===== src/rtl/axis_rx_sink.sv =====
// AXI-Stream receive endpoint: programmable backpressure, frame reassembly and master-side protocol checks.
// Defining AXIS_RX_SINK_CHECKSUM_EN adds frame_xsum, the XOR of all data beats of the completed frame.

module axis_rx_sink #(
    parameter int          T_DATA_WIDTH = 8,
    parameter int          T_ID_WIDTH   = 8,
    parameter int          T_USER_WIDTH = 8,
    parameter int          LEN_WIDTH    = 16,
    parameter logic [15:0] LFSR_SEED    = 16'hACE1
) (
    input  logic                    clk,
    input  logic                    reset_n,
    input  logic [T_ID_WIDTH-1:0]   s_id,
    input  logic [T_DATA_WIDTH-1:0] s_data,
    input  logic [T_USER_WIDTH-1:0] s_user,
    input  logic                    s_last,
    input  logic                    s_valid,
    output logic                    s_ready,
    input  logic [1:0]              bp_mode,
    input  logic [7:0]              bp_period,
    output logic                    frame_done,
    output logic [LEN_WIDTH-1:0]    frame_len,
    output logic [T_ID_WIDTH-1:0]   frame_id,
    output logic [T_USER_WIDTH-1:0] frame_user,
`ifdef AXIS_RX_SINK_CHECKSUM_EN
    output logic [T_DATA_WIDTH-1:0] frame_xsum,
`endif
    output logic [31:0]             frame_cnt,
    output logic [31:0]             beat_cnt,
    output logic                    err_vld_drop,
    output logic                    err_stable,
    output logic                    err_id,
    output logic                    err_len_ovf,
    input  logic                    err_clr,
    output logic                    o_dbg_state
);

    // Handshake: a beat transfers on a rising clk edge where s_valid and s_ready are both high.
    // s_ready is registered and may fall without a transfer; the master must hold valid and payload while stalled.

    typedef enum logic {
        ST_IDLE     = 1'b0,
        ST_IN_FRAME = 1'b1
    } state_t;

    localparam logic [LEN_WIDTH-1:0] LEN_MAX = '1;
    localparam logic [LEN_WIDTH-1:0] LEN_ONE = LEN_WIDTH'(1);

    state_t                  r_state;
    state_t                  w_state_nxt;

    logic [15:0]             r_lfsr;
    logic                    w_lfsr_fb;
    logic [7:0]              r_per_cnt;
    logic [7:0]              w_per_nxt;
    logic                    r_ready;
    logic                    w_ready_nxt;
    logic                    w_hs;

    logic [LEN_WIDTH-1:0]    r_len;
    logic [LEN_WIDTH-1:0]    w_len_inc;
    logic [LEN_WIDTH-1:0]    w_len_nxt;
    logic [T_ID_WIDTH-1:0]   r_id_cap;
    logic                    w_complete;
    logic [LEN_WIDTH-1:0]    w_cpl_len;
    logic [T_ID_WIDTH-1:0]   w_cpl_id;
    logic                    w_id_err;
    logic                    w_ovf_err;

    logic                    r_done;
    logic [LEN_WIDTH-1:0]    r_frame_len;
    logic [T_ID_WIDTH-1:0]   r_frame_id;
    logic [T_USER_WIDTH-1:0] r_frame_user;
    logic [31:0]             r_frame_cnt;
    logic [31:0]             r_beat_cnt;

    logic                    r_chk_en;
    logic                    r_stall;
    logic [T_ID_WIDTH-1:0]   r_snap_id;
    logic [T_DATA_WIDTH-1:0] r_snap_data;
    logic [T_USER_WIDTH-1:0] r_snap_user;
    logic                    r_snap_last;
    logic                    w_stall_chk;
    logic                    w_vld_drop_err;
    logic                    w_stable_err;

    logic                    r_err_vld_drop;
    logic                    r_err_stable;
    logic                    r_err_id;
    logic                    r_err_len_ovf;

    assign w_hs      = s_valid & r_ready;
    assign w_lfsr_fb = r_lfsr[15] ^ r_lfsr[13] ^ r_lfsr[12] ^ r_lfsr[10];

    // Backpressure pattern for the next cycle; the period counter only runs in mode 3.
    always_comb begin
        w_ready_nxt = 1'b0;
        w_per_nxt   = 8'd0;
        case (bp_mode)
            2'd0: w_ready_nxt = 1'b1;
            2'd1: w_ready_nxt = r_lfsr[0] | r_lfsr[1];
            2'd2: w_ready_nxt = 1'b0;
            default: begin
                w_ready_nxt = (r_per_cnt == bp_period);
                w_per_nxt   = (r_per_cnt == bp_period) ? 8'd0 : r_per_cnt + 8'd1;
            end
        endcase
    end

    always_ff @(posedge clk or negedge reset_n) begin
        if (!reset_n) begin
            r_state <= ST_IDLE;
        end else begin
            r_state <= w_state_nxt;
        end
    end

    always_comb begin
        w_state_nxt = r_state;
        w_len_inc   = (r_len == LEN_MAX) ? LEN_MAX : r_len + LEN_ONE;
        w_len_nxt   = r_len;
        w_complete  = 1'b0;
        w_cpl_len   = r_len;
        w_cpl_id    = r_id_cap;
        w_id_err    = 1'b0;
        w_ovf_err   = 1'b0;
        case (r_state)
            ST_IDLE: begin
                if (w_hs) begin
                    w_len_nxt = LEN_ONE;
                    if (s_last) begin
                        w_complete = 1'b1;
                        w_cpl_len  = LEN_ONE;
                        w_cpl_id   = s_id;
                    end else begin
                        w_state_nxt = ST_IN_FRAME;
                    end
                end
            end
            ST_IN_FRAME: begin
                if (w_hs) begin
                    w_len_nxt = w_len_inc;
                    w_ovf_err = (r_len == LEN_MAX);
                    w_id_err  = (s_id != r_id_cap);
                    if (s_last) begin
                        w_complete  = 1'b1;
                        w_cpl_len   = w_len_inc;
                        w_cpl_id    = r_id_cap;
                        w_state_nxt = ST_IDLE;
                    end
                end
            end
            default: w_state_nxt = ST_IDLE;
        endcase
    end

    // r_chk_en stays low for the first edge after reset so a stale stall is never judged.
    assign w_stall_chk    = r_chk_en & r_stall;
    assign w_vld_drop_err = w_stall_chk & ~s_valid;
    assign w_stable_err   = w_stall_chk & s_valid &
                            ((s_id != r_snap_id) | (s_data != r_snap_data) |
                             (s_user != r_snap_user) | (s_last != r_snap_last));

    always_ff @(posedge clk or negedge reset_n) begin
        if (!reset_n) begin
            r_lfsr         <= LFSR_SEED;
            r_per_cnt      <= 8'd0;
            r_ready        <= 1'b0;
            r_len          <= '0;
            r_id_cap       <= '0;
            r_done         <= 1'b0;
            r_frame_len    <= '0;
            r_frame_id     <= '0;
            r_frame_user   <= '0;
            r_frame_cnt    <= 32'd0;
            r_beat_cnt     <= 32'd0;
            r_chk_en       <= 1'b0;
            r_stall        <= 1'b0;
            r_snap_id      <= '0;
            r_snap_data    <= '0;
            r_snap_user    <= '0;
            r_snap_last    <= 1'b0;
            r_err_vld_drop <= 1'b0;
            r_err_stable   <= 1'b0;
            r_err_id       <= 1'b0;
            r_err_len_ovf  <= 1'b0;
        end else begin
            r_lfsr    <= {r_lfsr[14:0], w_lfsr_fb};
            r_per_cnt <= w_per_nxt;
            r_ready   <= w_ready_nxt;
            if (w_hs) begin
                r_len <= w_len_nxt;
                if (r_state == ST_IDLE) begin
                    r_id_cap <= s_id;
                end
            end
            r_done <= w_complete;
            if (w_complete) begin
                r_frame_len  <= w_cpl_len;
                r_frame_id   <= w_cpl_id;
                r_frame_user <= s_user;
            end
            r_frame_cnt <= r_frame_cnt + 32'(w_complete);
            r_beat_cnt  <= r_beat_cnt + 32'(w_hs);
            r_chk_en    <= 1'b1;
            r_stall     <= s_valid & ~r_ready;
            r_snap_id   <= s_id;
            r_snap_data <= s_data;
            r_snap_user <= s_user;
            r_snap_last <= s_last;
            // A fresh error in the clearing cycle wins over err_clr.
            r_err_vld_drop <= (r_err_vld_drop & ~err_clr) | w_vld_drop_err;
            r_err_stable   <= (r_err_stable & ~err_clr) | w_stable_err;
            r_err_id       <= (r_err_id & ~err_clr) | w_id_err;
            r_err_len_ovf  <= (r_err_len_ovf & ~err_clr) | w_ovf_err;
        end
    end

`ifdef AXIS_RX_SINK_CHECKSUM_EN
    logic [T_DATA_WIDTH-1:0] r_acc;
    logic [T_DATA_WIDTH-1:0] r_frame_xsum;
    logic [T_DATA_WIDTH-1:0] w_acc_nxt;

    assign w_acc_nxt = (r_state == ST_IDLE) ? s_data : (r_acc ^ s_data);

    always_ff @(posedge clk or negedge reset_n) begin
        if (!reset_n) begin
            r_acc        <= '0;
            r_frame_xsum <= '0;
        end else begin
            if (w_hs) begin
                r_acc <= w_acc_nxt;
            end
            if (w_complete) begin
                r_frame_xsum <= w_acc_nxt;
            end
        end
    end

    assign frame_xsum = r_frame_xsum;
`endif

    assign s_ready      = r_ready;
    assign frame_done   = r_done;
    assign frame_len    = r_frame_len;
    assign frame_id     = r_frame_id;
    assign frame_user   = r_frame_user;
    assign frame_cnt    = r_frame_cnt;
    assign beat_cnt     = r_beat_cnt;
    assign err_vld_drop = r_err_vld_drop;
    assign err_stable   = r_err_stable;
    assign err_id       = r_err_id;
    assign err_len_ovf  = r_err_len_ovf;
    assign o_dbg_state  = r_state;

endmodule


===== config.mk =====
export PLATFORM = sky130hd
export DESIGN_NAME = axis_rx_sink
export DESIGN_NICKNAME = d
export VERILOG_FILES = /design/src/rtl/axis_rx_sink.sv
export SDC_FILE = /design/constraint.sdc
export NUM_CORES = 1
export LEC_CHECK = 0
export BUFFER_PORTS_ARGS = -buffer_cell sky130_fd_sc_hd__buf_2
export CAP_MARGIN = 5
export CORE_MARGIN = 4
export CORE_UTILIZATION = 26
export CTS_CLUSTER_DIAMETER = 200
export DETAILED_ROUTE_END_ITERATION = 8
export SLEW_MARGIN = 20
export SYNTH_ARGS = -nofsm -noshare
export SYNTH_HDL_FRONTEND = slang
export SYNTH_SLANG_ARGS = --single-unit
export TNS_END_PERCENT = 5

===== constraint.sdc =====
create_clock -name clk -period 2.6 [get_ports clk]
set_input_delay 0.52 -clock clk [delete_from_list [all_inputs] [get_ports clk]]
set_output_delay 0.52 -clock clk [all_outputs]
set_load 0.005 [all_outputs]

==> summary.md <==
| Metric | Value |
|---|---|
| Die height | `approximately 180 um` |
| Dpl cells | `1208` |
| Ant. Diodes | `0` |
| Fin Hold WS | `0.0661 ns` |
| Primary FF master, synth | `dfrtp_1` |
| GRT Util Overall | `11.8%` |
| Post-synth EDFFs | `0` |
| Worst Tran Pin Value | `0.608 ns` |
| Power Density | `674 mW/mm2` |
| Crit path launch | `s_ready` |
| Critical path type | `flop to flop` |
| Core ar. | `about 0.029 mm2` |
| Placer Congestion | `0.800` |
| CTS tree | `yes` |
| Crit Path Max Fanout | `10` |
| Max-slew violations | `0` |
| Final hold violations | `0` |
| YS warnings | `0` |
| Worst r2r dst | `frame_cnt[18]` |
| Die area | `0.0323 mm2` |
| Synthesized instance count | `690` |
| Worst-skew pair later-pin latency | `roughly 0.43 ns` |
| # nets final | `~890` |
| Met3 usage | `3.07%` |
| First-pass DRT Iterations | `5` |
| CTS H-tree depth | `4` |
| Detailed Route WL | `18600 um` |
| CP startpoint kind | `flop` |
| Crit path DAT | `2.50 ns` |
| Gr ovfl total | `0` |
| Slew Limit Headroom | `59.1%` |
| Drt wl/cell | `15.0 um` |
| Finished Layout Cells | `1240` |
| Setup Skew | `0.0140 ns` |
| Synth cell types | `49` |
| Minimum clock period | `2.19 ns` |
| Iter 0 DRT Violations | `406` |
| # setup viols final | `0` |
| Cell row count | `62` |
| Port Buffers | `141` |
| Layout cells sized above 1 | `between 20% and 30%` |
| Pleak | `4.48 nW` |
| Met2 Track Usage GR | `between 10% and 20%` |
| Largest net degree at the start of global routing | `a little over 60` |
| Initial Utilization | `around a quarter` |
| Post-CTS Setup Bufs | `0` |
| Crit Reg-Reg Startpoint | `s_ready` |
| Root Buffer | `clkbuf_16` |
| Drt via density | `4.55` |
| Final period utilization | `84.0%` |
| Vias | `roughly 5.6k` |
| Peak supply drop | `0.453 mV` |
| Number of global-route vias before repair | `5700` |
| Grt met1 use | `between 10% and 20%` |
| RSZ-0062 raised after global routing | `no` |
| Antenna-violating nets left | `0` |
| CTS Buf Count | `17` |
| Initial antenna violation count | `0` |
| FF+latch count, synth | `178` |
| Setup_tns | `0 ns` |
| Hold_buf cts | `0` |
| Synth Cell Area | `~0.0077 mm2` |
| Post-Syn Area per Cell | `between 10 and 15 um2` |
| CTS sink cnt | `between 150 and 200` |
| Status | `finished clean` |
| Synth async-reset ratio | `100%` |
| Reg2reg setup slack | `0.41 ns` |
| Grt peak-use layer | `met2` |
| CP Data Required Time | `slightly below 3 ns` |
| Fmax | `458 MHz` |
| Worst-path clk slew | `around 0.08 ns` |
| Register area share after synthesis | `58.2%` |
| # DRC | `0` |
| Syn Nets | `735` |
| Critical path endpoint category | `flop` |
| CTS resizes | `0` |
| Final HPWL DP | `13500 um` |
| Max Cap Violations | `0` |
| Worst Reg-to-Reg Cells | `11` |
| HP Class | `input port to asynchronous set/reset pin` |
| First-pass GRT wire length | `31100 um` |
| P&R area growth vs syn | `24.3%` |
| IO Count | `~140` |
| Die width | `180 um` |
| Clock Path Buffers | `2` |
-- report_power, final --
part | internal [mW] | total, mW | switching (mW)
clock | 1.32 | 2.57 | 1.25
combinational | 0.329 | 0.681 | 0.352
sequential | 2.98 | 3.17 | 0.194
total | 4.63 | 6.42 | 1.79
-- layout make-up --
type	instances	area, um2
flip-flops and latches	178	4460
well taps	384	480
clock buffers	18	439
multi-input cells	468	3040
fillers	3000	19400
clock inverters	14	156
inverters	16	60.1
repair buffers	162	895
-- worst max-delay path by stage --
| stage | to | cells past startpoint |
|---|---|---|
| 2_1_floorplan | beat_cnt[22] | 10 |
| 5_1_grt | frame_cnt[18] | 11 |
| 6_report | frame_cnt[18] | 11 |
| 3_3_place_gp | frame_cnt[30] | 12 |
| 4_1_cts | frame_cnt[18] | 11 |
| 3_5_place_dp | frame_cnt[18] | 12 |
-- kinds of logic after synthesis --
kind of cell	Yosys count	synth area share, %
muxes	17	2.37
buffers and inverters	44	2.25
DFF	178	58.2
other	1	0.0489
adders and majority gates	6	0.979
and+or+nand+nor	254	17.1
AOI/OAI and AO/OA	76	6.02
xor gates and xnor gates	114	13.0
-- worst max-delay path, cell delays in order (launching register included) --
cell and delay [ns]:
dfrtp_1 0.41, nand2_1 0.10, inv_2 0.08, nand2_1 0.08, inv_2 0.06, ha_1 0.23, ha_1 0.28, inv_1 0.08
nor4_2 0.26, buf_4 0.21, nand4_1 0.13, xnor2_1 0.15
-- layer usage --
layer,up-vias,wire [um]
met5,-,0
met4,0,299
met3,17,928
met2,147,8520
met1,2765,8810
li1,2716,-
-- synthesized netlist by cell type, types with 9 or more instances --
library cell | n | share of area [%]
a21oi_1 | 16 | 1.0
nor3_1 | 14 | 0.91
xnor2_1 | 82 | 9.4
mux2_2 | 9 | 1.3
nand2_1 | 85 | 4.2
nor4_1 | 19 | 1.5
o21ai_0 | 31 | 2.0
clkbuf_1 | 19 | 0.93
inv_1 | 14 | 0.69
xor2_1 | 32 | 3.7
nand4_1 | 38 | 3.1
nand3_1 | 35 | 2.3
and3_1 | 13 | 1.1
nor2_1 | 25 | 1.2
dfrtp_1 | 170 | 55
-- stage by stage --
| step | setup slack (ns) | instance area (um2) | utilization (%) | total power [mW] |
|---|---|---|---|---|
| after floorplan | 0.0498 | 7670 | - | 3.53 |
| after global placement | 0.271 | 8940 | 30.9 | 3.92 |
| after detailed placement | 0.152 | 8940 | 30.9 | 3.93 |
| after CTS | 0.395 | 9530 | 32.9 | 6.54 |
| after global routing | 0.216 | 9530 | 32.9 | 6.77 |
| final | 0.415 | 9530 | 32.9 | 6.42 |
-- layout by cell type, fill, tap and decap left out, types with 3 or more instances in the layout --
cell       count
dfrtp_1      170
buf_2        140
nand2_1       85
xnor2_1       82
nand4_1       38
nand3_1       35
xor2_1        32
o21ai_0       31
nor2_1        25
buf_4         19
nor4_1        18
clkbuf_16     17
a21oi_1       16
inv_1         14
nor3_1        14
and3_1        13
mux2_2         9
and4_1         8
mux2i_1        8
dfstp_2        8
ha_1           6
o22ai_1        5
inv_8          5
inv_6          4
nor4_2         3
or4_1          3
a2bb2oi_1      3
a31oi_1        3
o211ai_1       3
clkinv_8       3
-- state kept, by name, summed over array words and instances (netlist names), 8 cells and up, named ones only --
register / flops
r_len: 16
r_id_cap: 8
frame_user: 8
frame_len: 16
frame_id: 8
r_snap_data: 8
r_snap_id: 8
r_snap_user: 8
r_per_cnt: 8
r_lfsr: 16
frame_cnt: 32
beat_cnt: 32
Power figures use the tool's default switching activity.
